==> src/rtl/song_player.sv <==
// rtl/song_player.sv - autoplay song sequencer feeding the sound engine; optional SONG_LOOP_EN replays the song
module song_player #(
  parameter int OCT_W      = 2,
  parameter int NOTE_W     = 3,
  parameter int LEN_W      = 3,
  parameter int ADDR_W     = 8,
  parameter int GAP_CYCLES = 16
) (
  input  logic                            clk,
  input  logic                            rst_n,
  input  logic                            en,
  input  logic                            play,
  input  logic                            pause,
  output logic [ADDR_W-1:0]               rd_addr,
  input  logic [OCT_W+NOTE_W+LEN_W-1:0]   rd_data,
  output logic                            snd_start,
  output logic [OCT_W-1:0]                snd_octave,
  output logic [NOTE_W-1:0]               snd_note,
  output logic [LEN_W-1:0]                snd_length,
  input  logic                            snd_over,
  output logic [6:0]                      led,
  output logic                            playing,
  output logic                            done
);

  localparam int CNT_W = (GAP_CYCLES > 1) ? $clog2(GAP_CYCLES) : 1;

  typedef enum logic [2:0] {
    S_IDLE,
    S_FETCH,
    S_LOAD,
    S_ISSUE,
    S_PLAY,
    S_GAP,
    S_PAUSED
  } state_t;

  state_t             state, state_next;
  logic [CNT_W-1:0]   gap_cnt, cnt_next;
  logic [ADDR_W-1:0]  addr_next;
  logic               pause_req, pause_req_next;
  logic               end_hit;
  logic               done_arm;
  logic [6:0]         led_next;

  // Next state, next address, gap counter and pause request
  always_comb begin
    state_next     = state;
    addr_next      = rd_addr;
    cnt_next       = gap_cnt;
    end_hit        = 1'b0;
    pause_req_next = pause_req;

    case (state)
      S_IDLE:   if (play) state_next = S_FETCH;
      S_FETCH:  state_next = S_LOAD;
      S_LOAD: begin
        if (rd_data == '0) end_hit = 1'b1;
        else               state_next = S_ISSUE;
      end
      S_ISSUE:  state_next = S_PLAY;
      S_PLAY: begin
        if (snd_over) begin
          state_next = S_GAP;
          cnt_next   = CNT_W'(GAP_CYCLES - 1);
        end
      end
      S_GAP: begin
        if (gap_cnt == '0) begin
          if (rd_addr == '1) begin
            end_hit = 1'b1;
          end else begin
            addr_next  = rd_addr + 1'b1;
            state_next = pause_req ? S_PAUSED : S_FETCH;
          end
        end else begin
          cnt_next = gap_cnt - 1'b1;
        end
      end
      S_PAUSED: if (pause) state_next = S_FETCH;
      default:  state_next = S_IDLE;
    endcase

    // End marker or address wrap
    if (end_hit) begin
`ifdef SONG_LOOP_EN
      addr_next  = '0;
      state_next = S_FETCH;
`else
      state_next = S_IDLE;
`endif
    end

    if (!en) state_next = S_IDLE;
    if (state_next == S_IDLE) addr_next = '0;

    // Pause request toggles outside IDLE; the resume pulse in PAUSED clears it
    if (state == S_IDLE || state_next == S_IDLE) pause_req_next = 1'b0;
    else if (state == S_PAUSED && pause)         pause_req_next = 1'b0;
    else if (pause)                              pause_req_next = ~pause_req;

    // One-hot LED for the note that sounds from the next cycle; rest lights nothing
    led_next = '0;
    if (state_next == S_PLAY) begin
      for (int i = 0; i < 7; i++) begin
        if (snd_note == NOTE_W'(i + 1)) led_next[i] = 1'b1;
      end
    end
  end

  // Control state, address, gap counter and pause request registers
  always_ff @(posedge clk or negedge rst_n) begin
    if (!rst_n) begin
      state     <= S_IDLE;
      rd_addr   <= '0;
      gap_cnt   <= '0;
      pause_req <= 1'b0;
    end else begin
      state     <= state_next;
      rd_addr   <= addr_next;
      gap_cnt   <= cnt_next;
      pause_req <= pause_req_next;
    end
  end

  // Registered outputs; done lags the end decision by one cycle so it lands in the slot a start pulse would use
  always_ff @(posedge clk or negedge rst_n) begin
    if (!rst_n) begin
      snd_start  <= 1'b0;
      snd_octave <= '0;
      snd_note   <= '0;
      snd_length <= '0;
      led        <= '0;
      playing    <= 1'b0;
      done_arm   <= 1'b0;
      done       <= 1'b0;
    end else begin
      snd_start <= (state == S_ISSUE) && (state_next == S_PLAY);
      if (state == S_LOAD && en) {snd_octave, snd_note, snd_length} <= rd_data;
      led      <= led_next;
      playing  <= (state_next != S_IDLE) && (state_next != S_PAUSED);
      done_arm <= end_hit && en;
      done     <= done_arm;
    end
  end

endmodule

==> config.mk <==
export PLATFORM = sky130hd
export DESIGN_NAME = song_player
export DESIGN_NICKNAME = d
export VERILOG_FILES = /design/src/rtl/song_player.sv
export SDC_FILE = /design/constraint.sdc
export NUM_CORES = 1
export LEC_CHECK = 0
export CORE_MARGIN = 2
export CORE_UTILIZATION = 47
export DETAILED_ROUTE_END_ITERATION = 6
export HOLD_SLACK_MARGIN = 0.06
export PLACE_DENSITY = 0.85
export SYNTH_ARGS = -nofsm -noshare
export SYNTH_HDL_FRONTEND = slang
export SYNTH_SLANG_ARGS = --single-unit
==> constraint.sdc <==
create_clock -name clk -period 2.2 [get_ports clk]
set_input_delay 0.66 -clock clk [delete_from_list [all_inputs] [get_ports clk]]
set_output_delay 0.66 -clock clk [all_outputs]
set_load 0.005 [all_outputs]
==> reports/results.ini <==
[outcome]
status = finished clean

[final_layout]
nFillCells = 272
instances_no_fill = 253
final_common_cell = clkdlybuf4s50_1
postLayoutCellArea_um2 = 2280
final_cell_mix = clkdlybuf4s50_1, dfrtp_1, nor2_1
fin_util = 0.669
nNetsFinal = 224
regArea_um2 = 876
diodes = 0
multi_input_area_um2 = 796
drive_above_1_share = 0.193
synthToLayoutAreaGrowth_pct = 32.8

[worst_setup_path]
reg2reg_to = led[5]
cp-start-kind = flip-flop
cp_max_fo = 9
crit_path_max_incr_delay_ns = 0.56
path_class = flip-flop to primary output
cp_top_family = buffers and inverters
critPathCaptureType = primary output
critPathBufInv = 1
r2r_start = gap_cnt[0]
ff2ff_path_depth = 7
worstPathRequired_ns = 1.54
critPathSlowestCell = clkdlybuf4s50_1
r2r_slack_ns = 0.23
cp.arrival_ns = 1.39
path_cells = clkdlybuf4s50_1

[global_routing]
met3_usage = 0.0469
grt_max_degree = 36
track_usage = 0.191
busiest_layer = met2
antenna_found_initial = 0
met1_usage = 0.237
grt_pass1_vias = 1379
grt_overflow = 0
met2_usage = 0.315
grt_first_pass_wirelength_mm = 6.12

[drt]
wl_per_cell_um = 14.1
drt-total-wl_mm = 3.57
ant_nets = 0
drt_iter0_markers = 40
drt_pass1_iterations = 4
drc = 0
via_per_inst = 5.28
num_vias = 1337

[clock_network]
cts_tree = built
hold_buffers = 0
clock_latency_ns = 0.33
cts_resized = 0
cts.clk_slew.worst_paths_ns = 0.11
cts.sinks = 35
cts_setup_buffers = 0
cts_root_buf = clkbuf_4
cts_buffers = 5
htree_levels = 2
clk_path_buf_depth = 2

[floorplanning]
die_h_um = 64.5
io_pins = 40
die_w_um = 64.5
die-area_um2 = 4160
start_util = 0.504
core-area_um2 = 3420
num_rows = 21

[synthesis]
synth_seq_area_share = 0.509
synth_top_area_frac = 0.509
syn-num-nets = 171
yosys_warnings = 0
synth_ff_type = dfrtp_1
netlist_instances = 154
synth_area_leader_cell = dfrtp_1
async_reset_ff_frac = 1.00
synth_area_per_cell_um2 = 11.2
synth_cell_types = 45
synth_area_um2 = 1720
yosys-top-cells-area = dfrtp_1, mux2_2, nor2_1, ha_1, a21oi_1
ys_ff_latch = 35
synth_edf_count = 0

[power]
peakVddDrop_mv = 0.594
pwr-share-seq = 0.501
p_int_mw = 1.24
total_power_mw = 1.79
p_clk_frac = 0.192
powerDensity_nw_per_um2 = 782
pwr-share-comb = 0.307
p_switching_mw = 0.545
sw_frac_of_total = 0.305
p_leak_nw = 1.00

[sta]
whs_ns = 0.378
setup_ws_ns = 0.153
slew_headroom = 0.701
skew_ns = 0.0136
setup_viol = 0
finalCritPeriodShare = 0.930
post-route-min-period_ns = 2.05
slew_viol_final = 0
tightest_slew_ns = 0.446
finalSetupTns_ns = 0
hold_violations = 0
fmax_mhz = 489
grt_setup_unrepaired = false

[placement]
placed_cell_area_um2 = 2230
place.gp.congestion = 0.803
io_buffers = 39
place_hpwl_mm = 2.67
post-place-ws_ns = -0.294
dp.cells = 246

[hold_path]
whs_path_depth = 0
hold_path.class = flip-flop to flip-flop
hold_start = done_arm
hold_end = done

[flow_run]
cap_violations = 0

-- worst max-delay path by stage --
stage | from | endpoint | slack (ns) | cells past startpoint
after floorplan | rd_data[5] | rd_addr[2] | 0.41 | 6
after global placement | rd_data[5] | rd_addr[6] | -0.18 | 6
after detailed placement | rd_data[1] | rd_addr[3] | -0.29 | 6
after CTS | rd_data[1] | rd_addr[3] | 0.10 | 6
after global routing | gap_cnt[0] | rd_addr[5] | 0.03 | 7
final | snd_note[0] | snd_note[0] | 0.15 | 1
-- registers in the layout (all words and copies together), names as in the netlist, 2 cells and up --
| signal | count |
|---|---|
| rd_addr | 8 |
| led | 7 |
| gap_cnt | 4 |
| snd_length | 3 |
| snd_note | 3 |
| state | 3 |
| snd_octave | 2 |
-- layout make-up --
type	instances	share of cell area
clock buffers	6	0.0225
clock inverters	1	0.00219
inverters	7	0.0115
multi-input cells	108	0.348
flip-flops and latches	35	0.383
well taps	46	0.0252
repair buffers	50	0.207
-- per-layer routing --
layer | up-vias | wire [um]
met2 | 36 | 1750
met3 | 11 | 148
met1 | 635 | 1590
li1 | 655 | -
met5 | - | 0
met4 | 0 | 83
-- logic make-up (layout without fill, tap and decap cells) --
family	count (synthesis)	after routing	share of synthesized area
XOR/XNOR	8	8	0.0407
AND/OR/NAND/NOR	63	63	0.228
multiplexers	10	10	0.0647
adder cells (fa/ha/maj)	3	3	0.0218
buffers and inverters	11	64	0.0298
AO/OA/AOI/OAI	24	24	0.106
flip-flops	35	35	0.509
-- power groups by stage --
stage	sequential (mW)	clock [mW]	combinational (mW)
global route	0.916	0.378	0.605
global placement	0.884	0	0.521
detailed placement	0.902	0	0.551
finish	0.895	0.344	0.549
CTS	0.890	0.350	0.552
floorplan	0.872	0	0.281
-- synth_stat cells, types with 2 or more instances --
library cell and count:
inv_1 7, and2_1 2, nand2_1 7, nor3_1 6
and4b_1 3, xnor2_1 4, xor2_1 4, buf_4 2
a211oi_1 2, a21oi_1 7, buf_2 2, nor2b_1 4
nand3_1 3, mux2_2 9, dfrtp_1 35, o21ai_0 4
nor4_1 2, a31oi_1 2, o211ai_1 2, nor2_1 16
and3_1 5, ha_1 3
No activity file was read; power rests on OpenSTA's default activity.
